===== src/rtl/i2c_master_ctrl.sv =====
// Single-byte I2C master: START, addr+R/W, ACK, one data byte, ACK/NACK, STOP.
// SCL/SDA are registered and derived from a quarter-period tick; host handshake is start/busy/done.
module i2c_master_ctrl #(
  parameter int CLK_DIV = 250
) (
  input  logic       ref_clk,
  input  logic       reset,
  input  logic       start,
  input  logic [6:0] addr,
  input  logic       rw,
  input  logic [7:0] wdata,
  output logic       busy,
  output logic       done,
  output logic       ack_err,
  output logic [7:0] rdata,
  output logic       scl,
  output logic       sda_pull,
  input  logic       sda_in
);

  typedef enum logic [3:0] {
    IDLE, START, ADDR, ADDR_ACK, WDATA, WDATA_ACK, RDATA, RDATA_NACK, STOP
  } state_t;

  localparam logic [9:0] CNT_MAX = 10'(CLK_DIV - 1);

  state_t     state, nstate;
  logic [9:0] cnt;
  logic [1:0] qidx, nq;
  logic [2:0] bitcnt, nbit;
  logic [7:0] addr_l, wdata_l, rshift;
  logic       samp, tick, nbv, nscl, npull;

  assign tick = (state != IDLE) && (cnt == CNT_MAX);

  always_comb begin
    nstate = state;
    nq     = qidx;
    nbit   = bitcnt;
    if (state == IDLE) begin
      if (start) begin
        nstate = START;
        nq     = 2'd0;
      end
    end else if (tick) begin
      nq = qidx + 2'd1;
      if (qidx == 2'd3) begin
        case (state)
          START: begin
            nstate = ADDR;
            nbit   = 3'd7;
          end
          ADDR: begin
            if (bitcnt == 3'd0) begin
              nstate = ADDR_ACK;
              nbit   = 3'd7;
            end else begin
              nbit = bitcnt - 3'd1;
            end
          end
          ADDR_ACK:   nstate = samp ? STOP : (addr_l[0] ? RDATA : WDATA);
          WDATA: begin
            if (bitcnt == 3'd0) begin
              nstate = WDATA_ACK;
              nbit   = 3'd7;
            end else begin
              nbit = bitcnt - 3'd1;
            end
          end
          WDATA_ACK:  nstate = STOP;
          RDATA: begin
            if (bitcnt == 3'd0) begin
              nstate = RDATA_NACK;
              nbit   = 3'd7;
            end else begin
              nbit = bitcnt - 3'd1;
            end
          end
          RDATA_NACK: nstate = STOP;
          STOP:       nstate = IDLE;
          default:    nstate = IDLE;
        endcase
      end
    end
  end

  // Pad levels for the state/quarter about to be entered, so the outputs are plain flops.
  always_comb begin
    nbv   = 1'b1;
    nscl  = 1'b1;
    npull = 1'b0;
    case (nstate)
      ADDR:  nbv = addr_l[nbit];
      WDATA: nbv = wdata_l[nbit];
      default: nbv = 1'b1;
    endcase
    case (nstate)
      IDLE: begin
        nscl  = 1'b1;
        npull = 1'b0;
      end
      START: begin
        nscl  = (nq != 2'd3);
        npull = nq[1];
      end
      STOP: begin
        nscl  = (nq != 2'd0);
        npull = ~nq[1];
      end
      default: begin
        nscl  = (nq == 2'd1) || (nq == 2'd2);
        npull = ~nbv;
      end
    endcase
  end

  always_ff @(posedge ref_clk) begin
    if (reset) begin
      state    <= IDLE;
      cnt      <= 10'd0;
      qidx     <= 2'd0;
      bitcnt   <= 3'd7;
      addr_l   <= 8'd0;
      wdata_l  <= 8'd0;
      rshift   <= 8'd0;
      samp     <= 1'b0;
      busy     <= 1'b0;
      done     <= 1'b0;
      ack_err  <= 1'b0;
      rdata    <= 8'd0;
      scl      <= 1'b1;
      sda_pull <= 1'b0;
    end else begin
      state    <= nstate;
      qidx     <= nq;
      bitcnt   <= nbit;
      scl      <= nscl;
      sda_pull <= npull;
      done     <= 1'b0;
      if (state == IDLE || tick) cnt <= 10'd0;
      else                       cnt <= cnt + 10'd1;
      if (state == IDLE && start) begin
        addr_l  <= {addr, rw};
        wdata_l <= wdata;
        busy    <= 1'b1;
        ack_err <= 1'b0;
      end
      // SDA is sampled in the middle of the SCL high phase.
      if (tick && qidx == 2'd1) begin
        samp <= sda_in;
        if ((state == ADDR_ACK || state == WDATA_ACK) && sda_in) ack_err <= 1'b1;
        if (state == RDATA) rshift <= {rshift[6:0], sda_in};
      end
      if (tick && qidx == 2'd3 && state == STOP) begin
        done <= 1'b1;
        busy <= 1'b0;
        if (addr_l[0]) rdata <= rshift;
      end
    end
  end

endmodule


===== config.mk =====
export PLATFORM = sky130hd
export DESIGN_NAME = i2c_master_ctrl
export DESIGN_NICKNAME = d
export VERILOG_FILES = /design/src/rtl/i2c_master_ctrl.sv
export SDC_FILE = /design/constraint.sdc
export NUM_CORES = 1
export LEC_CHECK = 0
export CAP_MARGIN = 30
export CORE_AREA = 2 2 78 80
export DETAILED_ROUTE_END_ITERATION = 8
export DIE_AREA = 0 0 80 82
export PLACE_DENSITY = 0.73
export SLEW_MARGIN = 25
export SYNTH_ARGS = -nofsm -noshare
export SYNTH_HDL_FRONTEND = slang
export SYNTH_SLANG_ARGS = --single-unit

===== constraint.sdc =====
create_clock -name ref_clk -period 2.6 [get_ports ref_clk]
set_clock_uncertainty 0.2 [all_clocks]
set_input_delay 0.52 -clock ref_clk [delete_from_list [all_inputs] [get_ports ref_clk]]
set_output_delay 0.52 -clock ref_clk [all_outputs]
set_load 0.01 [all_outputs]

==> impl_results.md <==
* Status: finished, final reports clean
* DRT antenna net count at 0
* Worst R2R Setup Slack at 0.04 ns
* CP startpoint kind: flip-flop
* DP Cell Count at 430
* Row count at 28
* Hold Path Depth at 2
* Starting DRT DRC Count at 76
* RSZ-0062 raised after global routing: true
* Reg2reg end: sda_pull
* Worst VDD drop at 0.368 mV
* Residual DRC count at 0
* Maximum buffer depth of the clock tree at 2
* Routed wire length at 5.94 mm
* Drt first pass iters at 4
* Crit end category: flip-flop
* Most frequent cells in the layout: dfxtp_1 (57), nand2_1 (44), nor2_1 (43)
* Nets at 396
* PD cells at 586 nW/um^2
* Sequential area share after synthesis at 0.420
* Synth Area per Inst at 8.76 um^2
* Endpoints failing hold at 0
* Fin crit share at 0.984
* Top_reg_cell synth: dfxtp_1
* Clock sinks at 57
* Largest net degree at the start of global routing at 27
* Overflow left after global routing at 0
* Worst path arrival time at 2.65 ns
* Antenna diode count at 0
* Period minus WS final at 2.56 ns
* Required time of the critical path at 2.69 ns
* Worst reg2reg startpoint: cnt[2]
* Non-Filler Instances at 448
* Hold Path Class: reg2reg
* Final setup fails at 0
* DR WL/cell at 13.3 um
* Setup CP Type: reg2reg
* CTS tree: built
* Net count after synthesis at 338
* FF+latch count, synth at 57
* I/O pin count at 33
* Gr usage total at 0.190
* P&R area growth vs syn at 31.9%
* Worst slew margin at 0.626
* Initial antenna violation count at 0
* Worst r2r path cells at 6
* Die Ht at 82 um
* Clock Latency Late Sink at 0.34 ns
* Finished Core Util at 0.623
* Max-cap viol count at 0
* Via Count at 2,346
* Fmax at 391 MHz
* Reg clk slew, reported paths at 0.07 ns
* Fin. max-slew vios at 0
* RePlAce Congestion at 0.914
* Core area at 5750 um^2
* Library cells used by synthesis at 50
* Cts bufs inserted at 9
* Hold path endpoint: addr_l[3]
* Fill cell count at 528
* CP Max Fanout at 4
* FFs w/ async S/R, synth at 0
* Die Span X at 80 um
* Post-synth EDFFs at 0
* Area of the die at 6560 um^2
* Via density per instance at 5.24
* Clock root buffer: clkbuf_8
* Commonest non-fill, non-tap cell in the layout: dfxtp_1
* Synth Cell Area at 2720 um^2
* Share of cells above drive strength 1 at 0.177
* Initial Util at 0.473
* First-pass GRT wire length at 9.76 mm
* Worst slew pin tran at 0.560 ns
* Post-DP HPWL at 4.19 mm
* Pleak at 1.43 nW
* Vias in the first global route at 2,230
* Yosys Warn Count at 0
* Mapped Cells at 310
* CTS H-tree depth at 3
* Hold path startpoint: addr_l[3]
* PortBufs at 32
[cells in the mapped netlist (3+ instances only)]
cell,instances,share of area
nand2b_1,4,0.0092
mux2i_1,26,0.096
clkbuf_1,12,0.017
nor2_1,43,0.059
ha_1,8,0.037
o21ai_0,6,0.011
dfxtp_1,57,0.42
nand2_1,44,0.061
nand3_1,7,0.013
mux2_2,4,0.017
a22oi_1,4,0.011
xor2_1,5,0.016
a21oi_1,22,0.041
or2_2,3,0.0069
nor2b_1,3,0.0069
nor3_1,4,0.0074
nand4_1,3,0.0069
xnor2_1,3,0.0097
inv_1,9,0.012
[cells by family (layout without fill, tap and decap cells)]
logic type	Yosys count	in the layout	share of synthesized area
fa+ha+maj	8	8	0.0369
simple gates	137	137	0.259
buf+inv	23	85	0.0323
compound gates	46	47	0.104
flops	57	57	0.420
mux	31	31	0.122
xor+xnor	8	8	0.0258
[stage by stage]
stage | worst slack (ns) | hold WS [ns] | power, mW | TNS (ns) | area [um^2]
global route | -0.0876 | 0.297 | 2.17 | -0.0876 | 3580
finish | 0.0407 | 0.262 | 2.10 | 0 | 3580
floorplan | 0.0296 | 0.232 | 1.02 | 0 | 2720
CTS | 0.00170 | 0.262 | 2.12 | 0 | 3530
detailed placement | -0.0151 | 0.253 | 1.09 | -0.0151 | 3280
global placement | -0.00261 | 0.249 | 1.09 | -0.00261 | 3280
[worst max path at each step]
| stage | endpoint | start | slack [ns] | cells past startpoint |
|---|---|---|---|---|
| after CTS | sda_pull | cnt[3] | 0.002 | 6 |
| after global routing | sda_pull | bitcnt[0] | -0.09 | 9 |
| after detailed placement | sda_pull | start | -0.02 | 7 |
| after global placement | sda_pull | start | -0.003 | 7 |
| after floorplan | sda_pull | cnt[3] | 0.03 | 8 |
| final | sda_pull | cnt[2] | 0.04 | 6 |
[registers in the layout, indices dropped and copies added (netlist names)]
register  count
scl           1
state         4
done          1
wdata_l       8
bitcnt        3
qidx          2
cnt          10
addr_l        8
rdata         8
ack_err       1
samp          1
sda_pull      1
busy          1
rshift        8
[per-layer routing]
layer / track usage / vias up / share of wire
met5: 0 / - / 0
met4: 0.103 / 0 / 0.026
met3: 0.0396 / 17 / 0.035
met2: 0.298 / 43 / 0.47
met1: 0.247 / 1098 / 0.47
li1: - / 1188 / -
[worst max-delay path, cell delays in order (launching register included)]
cell and delay (ns):
dfxtp_1 0.31, or3b_4 0.43, or4_4 0.53, a211o_1 0.31
or3_1 0.37, a211oi_2 0.23, a211o_1 0.12
[timing repair]
action	in CTS	in global routing
gates cloned	0	1
pin swaps	1	4
resized for setup	1	7
setup endpoints to repair	1	1
hold buffers	0	0
buffers inserted	0	1
[report_power, final]
group | total, mW | leakage, nW | switching, mW | internal (mW)
clock network | 1.02 | 0.120 | 0.361 | 0.661
registers | 0.914 | 0.462 | 0.0174 | 0.896
logic | 0.164 | 0.848 | 0.0849 | 0.0787
[final cells by class]
cell class / count / area [um^2] / area share
Clock buffer: 11 / 141 / 0.0395
Clock inverter: 5 / 103 / 0.0287
Inverter: 9 / 33.8 / 0.00943
Multi-Input combinational cell: 231 / 1540 / 0.429
Sequential cell: 57 / 1140 / 0.319
Tap cell: 75 / 93.8 / 0.0262
Timing Repair Buffer: 60 / 531 / 0.148
(Power assumes the default switching activity.)
